[src/rtl/bkd2obuf.sv]
// bkd2obuf: packs a backend AXI-Stream packet stream into a circular obuf as one header qword
// plus data qwords, publishing committed_prod only after a packet's header is written.
// Optional macro BKD2OBUF_DROP_EN: drop packets that overflow the obuf instead of stalling.
module bkd2obuf #(
  parameter int BW = 9
) (
  input  logic          clk,
  input  logic          rst_n,
  input  logic [63:0]   s_axis_tdata,
  input  logic [7:0]    s_axis_tstrb,
  input  logic          s_axis_tvalid,
  input  logic          s_axis_tlast,
  output logic          s_axis_tready,
  output logic [BW-1:0] wr_addr,
  output logic [63:0]   wr_data,
  output logic          wr_en,
  output logic [BW:0]   committed_prod,
  input  logic [BW:0]   committed_cons,
`ifdef BKD2OBUF_DROP_EN
  output logic [15:0]   drop_cnt,
`endif
  output logic [2:0]    dbg_state
);

  // Handshake: a beat transfers on a rising edge where s_axis_tvalid and s_axis_tready are
  // both high; s_axis_tready never depends on s_axis_tvalid, and tvalid must hold until taken.

  typedef enum logic [2:0] {
    S_INIT = 3'd0,
    S_IDLE = 3'd1,
    S_DATA = 3'd2,
`ifdef BKD2OBUF_DROP_EN
    S_HDR  = 3'd3,
    S_DROP = 3'd4
`else
    S_HDR  = 3'd3
`endif
  } state_t;

`ifdef BKD2OBUF_DROP_EN
  localparam int HPW = BW + 1;
`else
  localparam int HPW = BW;
`endif
  localparam logic [BW+1:0] DEPTH = {2'b01, {BW{1'b0}}};

  state_t        state, state_d;
  logic [BW:0]   wr_ptr;
  logic [HPW-1:0] hdr_ptr;
  logic [BW:0]   cons_q;
  logic [12:0]   qw_cnt;
  logic [3:0]    last_bytes;
  logic          pub_q;
  logic [BW:0]   used;
  logic [BW+1:0] free;
  logic          has_two, full, beat;
  logic [15:0]   hdr_len;

  // committed_cons is registered so a consumer update lands in the free count one cycle later
  assign used    = wr_ptr - cons_q;
  assign free    = DEPTH - {1'b0, used};
  assign has_two = free >= (BW+2)'(2);
  assign full    = free == '0;
  assign beat    = s_axis_tvalid && s_axis_tready;
  assign hdr_len = {qw_cnt - 13'd1, 3'b000} + {12'd0, last_bytes};
  assign dbg_state = state;

  always_ff @(posedge clk or negedge rst_n) begin
    if (!rst_n) state <= S_INIT;
    else        state <= state_d;
  end

  always_comb begin
    state_d       = state;
    s_axis_tready = 1'b0;
    case (state)
      S_INIT: state_d = S_IDLE;
      S_IDLE: if (has_two) state_d = S_DATA;
      S_DATA: begin
`ifdef BKD2OBUF_DROP_EN
        s_axis_tready = 1'b1;
        if (s_axis_tvalid && full)             state_d = s_axis_tlast ? S_IDLE : S_DROP;
        else if (s_axis_tvalid && s_axis_tlast) state_d = S_HDR;
`else
        s_axis_tready = !full;
        if (s_axis_tvalid && !full && s_axis_tlast) state_d = S_HDR;
`endif
      end
      S_HDR: state_d = S_IDLE;
`ifdef BKD2OBUF_DROP_EN
      S_DROP: begin
        s_axis_tready = 1'b1;
        if (s_axis_tvalid && s_axis_tlast) state_d = S_IDLE;
      end
`endif
      default: state_d = S_INIT;
    endcase
  end

  always_ff @(posedge clk or negedge rst_n) begin
    if (!rst_n) begin
      wr_ptr         <= '0;
      hdr_ptr        <= '0;
      cons_q         <= '0;
      qw_cnt         <= '0;
      last_bytes     <= '0;
      pub_q          <= 1'b0;
      wr_en          <= 1'b0;
      wr_addr        <= '0;
      wr_data        <= '0;
      committed_prod <= '0;
`ifdef BKD2OBUF_DROP_EN
      drop_cnt       <= '0;
`endif
    end else begin
      cons_q <= committed_cons;
      wr_en  <= 1'b0;
      pub_q  <= 1'b0;
      // publish one cycle after the header write so the consumer only sees whole packets
      if (pub_q) committed_prod <= wr_ptr;
      case (state)
        S_INIT: begin
          wr_ptr         <= '0;
          committed_prod <= '0;
        end
        S_IDLE: if (has_two) begin
          hdr_ptr <= wr_ptr[HPW-1:0];
          wr_ptr  <= wr_ptr + 1'b1;
          qw_cnt  <= '0;
        end
        S_DATA: if (beat) begin
`ifdef BKD2OBUF_DROP_EN
          if (full) begin
            wr_ptr <= hdr_ptr;
            if (drop_cnt != 16'hffff) drop_cnt <= drop_cnt + 16'd1;
          end else begin
`endif
            wr_en   <= 1'b1;
            wr_addr <= wr_ptr[BW-1:0];
            wr_data <= s_axis_tdata;
            wr_ptr  <= wr_ptr + 1'b1;
            qw_cnt  <= qw_cnt + 13'd1;
            if (s_axis_tlast) last_bytes <= 4'($countones(s_axis_tstrb));
`ifdef BKD2OBUF_DROP_EN
          end
`endif
        end
        S_HDR: begin
          wr_en   <= 1'b1;
          wr_addr <= hdr_ptr[BW-1:0];
          wr_data <= {16'h0000, hdr_len, 32'h0000_0000};
          pub_q   <= 1'b1;
        end
        default: ;
      endcase
    end
  end

endmodule
[config.mk]
export PLATFORM = sky130hd
export DESIGN_NAME = bkd2obuf
export DESIGN_NICKNAME = d
export VERILOG_FILES = /design/src/rtl/bkd2obuf.sv
export SDC_FILE = /design/constraint.sdc
export NUM_CORES = 1
export LEC_CHECK = 0
export ABC_AREA = 1
export ABC_CLOCK_PERIOD_IN_PS = 4000
export CAP_MARGIN = 0
export CORE_UTILIZATION = 40
export CTS_BUF_LIST = sky130_fd_sc_hd__clkbuf_2
export DETAILED_ROUTE_END_ITERATION = 8
export PLACE_DENSITY = 0.65
export SYNTH_ARGS = -nofsm -noshare
export SYNTH_HDL_FRONTEND = slang
export SYNTH_SLANG_ARGS = --single-unit
export TNS_END_PERCENT = 5
[constraint.sdc]
create_clock -name clk -period 4 [get_ports clk]
set_input_delay 0.6 -clock clk [delete_from_list [all_inputs] [get_ports clk]]
set_output_delay 0.6 -clock clk [all_outputs]
set_load 0.02 [all_outputs]
Word level (Yosys, flattened, before mapping)
Index checks and enable logic that the tools add are counted.
{ "totals": {"regBits": 134, "in_bits": 86, "output_inout_bits": 88} }
{ "classes": {"add_sub_neg": 13, "magnitude_cmp": 1, "n_eq_ne": 6, "mux": 19, "reduce_logical": 17} }
{ "ops": {"columns": ["op", "count"], "rows": [
  ["$pmux W64 S2", 1],
  ["$mux W64", 1],
  ["$mux W10", 4],
  ["$pmux W10 S3", 1],
  ["$mux W13", 2],
  ["$pmux W13 S2", 1],
  ["$pmux W9 S2", 1],
  ["$add A16 B4 Y16", 1],
  ["$add A13 B1 Y13 const B", 1],
  ["$sub A13 B1 Y13 const B", 1],
  ["$ge A11 B2 Y1 const B", 1],
  ["$logic_not A11 Y1", 1],
  ["$sub A10 B10 Y11 const A", 1],
  ["$add A10 B1 Y10 const B", 1],
  ["$sub A10 B10 Y10", 1],
  ["$mux W9", 1],
  ["$pmux W3 S3", 1],
  ["$reduce_and A3 Y1", 3],
  ["$add A1 B1 Y2", 4],
  ["$add A2 B2 Y3", 2],
  ["$eq A3 B2 Y1 const B", 2],
  ["$mux W3", 2],
  ["$ne A2 B2 Y1 const B", 3],
  ["$reduce_and A2 Y1", 3],
  ["other kinds (10)", 16]
]} }

Logic depth before layout (Yosys ltp)
{ "logic_depth": {"word_depth": 8, "depth_mapped": 22, "mapped_depth_nobuf": 21} }

Least setup slack after synthesis
OpenSTA, ideal clock, no wires.
{ "synth_timing": {"path_type": "register to output", "from": "register wr_ptr[0]", "to": "output s_axis_tready", "arrival_ps": 2461, "t_required_ps": 3400, "path_slack_ps": 939, "stages_incl_launch_ff": 16, "path_buffers": 0, "path_cell_list": "dfrtp_1 > inv_1 > ha_1 > fa_1 > ha_1 > inv_1 > nor2_2 > nand3_1 > nor2_1 > nand2_1 > nand2_1 > nand2_1 > nor2_1 > nand3b_1 > nor2_2 > nor2_1"} }
{ "synth_via": {"elab_chain_len": 5} }
{ "synth_lines": {"columns": ["element", "line", "text"], "rows": [
  ["from (decl)", "48", "logic [BW:0] wr_ptr;"],
  ["from (signal assigned)", "128", "wr_ptr <= wr_ptr + 1'b1;"],
  ["from (signal assigned)", "141", "wr_ptr <= wr_ptr + 1'b1;"],
  ["$sub A10 B10 Y10", "60", "assign used = wr_ptr - cons_q;"],
  ["$sub A10 B10 Y11", "61", "assign free = DEPTH - {1'b0, used};"],
  ["$logic_not A11 Y1", "63", "assign full = free == '0;"],
  ["$logic_not A1 Y1", "85", "s_axis_tready = !full;"],
  ["$mux W1", "76", "case (state)"],
  ["to (decl)", "13", "output logic s_axis_tready,"]
]} }
Every way passes these cells.

Worst setup path after layout
{ "layout_timing": {"from": "register cons_q[0]", "to": "output s_axis_tready"} }
{ "layout_via": {"elab_chain_len": 5} }
{ "layout_lines": {"columns": ["element", "line", "text"], "rows": [
  ["from (decl)", "50", "logic [BW:0] cons_q;"],
  ["from (signal assigned)", "116", "cons_q <= committed_cons;"],
  ["$sub A10 B10 Y10", "60", null],
  ["$sub A10 B10 Y11", "61", null],
  ["$logic_not A11 Y1", "63", null],
  ["$logic_not A1 Y1", "85", null],
  ["$mux W1", "76", null]
]} }
Every way passes these cells.

==> metrics.txt <==
wire length per cell=13.83 um; Finish-stage setup viols=0; Iteration-0 DRC Markers=437; Mapped Area=7446 um^2; Hold Path Class=in -> reg; Gate Count Post-Synth=986; syn avg cell area=7.552 um^2; Detail Route Antenna Nets=0; Setup Crit Path Kind=reg -> out; IO Port Bufs=172; depth of the CTS H-tree=4; post-synth cell types=43; final WL=19320 um; Post-synth EDFFs=0; crit path capture type=output pin; P_int=3.381 mW; Clock Power Share=0.125; most common cell in the netlist=nand2_1; DR vias=6756; CP arrival=3.19 ns; multi-input logic area=3576 um^2; Post-synth ARST share=1.000; Initial Utilization=0.4117; TritonCTS Sinks=133; status=complete, but fails checks; critical path launch point type=flip-flop; clk_skew=0.04943 ns; Ports=174; Worst-path clk slew=0.23 ns; most used cell, CP=nor2_4; slowest cell delay on critical path=0.52 ns; fin cells=1397; ys flop type=dfrtp_1; failing checks=design-rule violations; Synth Warn #=0; ranking of synthesized cells by area=dfrtp_1, nand2_1, nand3_1; CTS Buffer Depth=2; CP max FO=3; top cells by count, synth=nand2_1, dfrtp_1, nand3_1; Final Hold Fails=0; Gate power share=0.554; flop-to-flop setup slack=0.59 ns; Synthesized Nets=1100; Area growth syn-to-layout=30.08%; max-cap violations=0; part of the power in registers=0.321; FP Rows=49; Slew Limit Fails=0; Synth area leader=dfrtp_1; dpl ws=0.1929 ns; WP data required=3.40 ns; GP Congestion=0.8359; CP max stage cell=fa_1; largest net degree at the start of global routing=86; fin crit period=3.792 ns; Worst VDD drop=0.0003034 V; Nets=1269; worst-margin pin slew=0.7828 ns; vias per cell=4.836; CORE AREA=18090 um^2; number of diodes=0; first-pass GRT wire length=32170 um; Overflow after GRT=0; post-synthesis register bit count=133; initial antenna violation count=0; vias in the first global route=6389; register area=3328 um^2; layout cells sized above 1=0.08904; Die Span X=138.4 um; fmax=263.7 MHz; RSZ-0062 raised after global routing=true; Leak Pwr=4.885 nW; DRC viols=51; Inserted Clock Buffers=17; CTS tree=built; sequential element share of the synthesized area=0.4470; Slew HR=0.4781; Pre-antenna DRT Iters=9; top cell type's share of synthesized area=0.4470; dpl cells=1354; worst skew pair latency=0.70 ns; switching share of power=0.4616; crit-path cells=ha_4 -> fa_1 -> ha_2 -> inv_2 -> nor2_4 -> nand3_2 -> nor2_4 -> nand2_2 -> nand2_1 -> nand2_1 -> nor2_2 -> nand3b_1 -> nor2_4 -> nor2_4 -> buf_6; Psw=2.899 mW; period utilisation layout=0.9480; Cell Pwr Density=648.4 nW/um^2; GRT Overall Usage=0.2089; Chip Height=138.4 um; Filler cells=1737; Die Area=19160 um^2; setup ws final=0.2080 ns; Detailed Place HPWL=13980 um; clock root cell=clkbuf_2
[sequential cells by signal (all words and copies together) (netlist names)]
signal          flops
qw_cnt             13
wr_data            64
cons_q             10
hdr_ptr             9
last_bytes          4
dbg_state           2
wr_addr             9
pub_q               1
wr_en               1
committed_prod     10
wr_ptr             10
[repair_timing]
| item | 4_1_cts | 5_1_grt |
|---|---|---|
| hold buffers | 1 | 0 |
| hold endpoints to repair | 83 | 0 |
| gates resized for setup | 12 | 21 |
| endpoints found under the setup margin | 1 | 1 |
| pin swaps | 9 | 12 |
| buffers inserted | 8 | 2 |
[logic make-up (layout without fill, tap and decap cells)]
kind of cell | count (synthesis) | in the layout | synth area share
AO/OA/AOI/OAI | 77 | 77 | 0.05865
buffers and inverters | 146 | 328 | 0.08586
other | 1 | 1 | 0.0005036
flip-flops | 133 | 133 | 0.4470
AND/OR/NAND/NOR | 584 | 584 | 0.3349
XOR/XNOR | 17 | 17 | 0.02101
adder cells (fa/ha/maj) | 28 | 28 | 0.05209
[metrics by stage]
stage	util	instance area, um^2	power (mW)	hold slack, ns	setup TNS [ns]
after detailed placement	0.5134	9285	5.439	0.4735	0
after floorplan	-	7446	4.147	0.3044	0
after CTS	0.5306	9597	6.289	0.2155	0
final	0.5355	9686	6.280	0.3029	0
after global routing	0.5355	9686	6.764	0.2071	-0.05505
after global placement	0.5134	9285	5.391	0.4668	0
[critical path, delay by kind of cell, from the launching register on]
family / cells / cell delay [ns]
fa+ha+maj: 3 / 0.88
flops: 1 / 0.45
buf+inv: 2 / 0.17
simple gates: 10 / 0.99
[layout by cell type, fill, tap and decap left out, drive strengths merged, types with 2 or more instances in the layout]
cell           synthesis  routed
clkbuf                18      19
clkinvlp               0       4
ha                    23      23
o21bai                 2       2
o31ai                  2       2
nand3                135     135
nand3b                 3       3
buf                   23      20
dfrtp                133     133
nor2                  56      56
o21ai                 35      35
fa                     5       5
nand4                  9       9
a31oi                  3       3
nand2                365     365
o22ai                 10      10
clkinv                 1       3
xor2                  16      16
a21oi                 22      22
or2                    4       4
inv                  104     110
clkdlybuf4s50          0     170
nor3                  11      11
[metal layers]
metal	vias to the layer above	share of wire	track usage
met2	206	0.46	0.3308
li1	3471	-	-
met5	-	0	0
met3	15	0.079	0.05369
met1	3064	0.46	0.2859
met4	0	0.0095	0.04967
[worst paths after layout]
| kind | start | end | depth (start not counted) |
|---|---|---|---|
| worst max-delay path | cons_q[0] | s_axis_tready | 15 |
| worst min-delay path | committed_cons[3] | cons_q[3] | 1 |
| worst max register to register | cons_q[0] | wr_data[47] | 19 |
| worst min register to register | hdr_ptr[4] | hdr_ptr[4] | 2 |
| max in group asynchronous | rst_n | qw_cnt[12] | 3 |
| min in group asynchronous | rst_n | wr_data[1] | 2 |
[area by class of cell]
type / count / area share
inverters: 105 / 0.04069
multi-input cells: 707 / 0.3692
well taps: 229 / 0.02958
clock inverters: 13 / 0.01279
repair buffers: 191 / 0.1943
flip-flops and latches: 133 / 0.3436
clock buffers: 19 / 0.009818
[power by group through the flow]
stage	Sequential, mW	Clock [mW]	Combinational [mW]
2_1_floorplan	2.47	0	1.68
3_3_place_gp	2.04	0	3.35
3_5_place_dp	2.06	0	3.38
4_1_cts	2.02	0.824	3.45
5_1_grt	2.07	0.872	3.82
6_report	2.02	0.786	3.48
(Power assumes the default switching activity.)
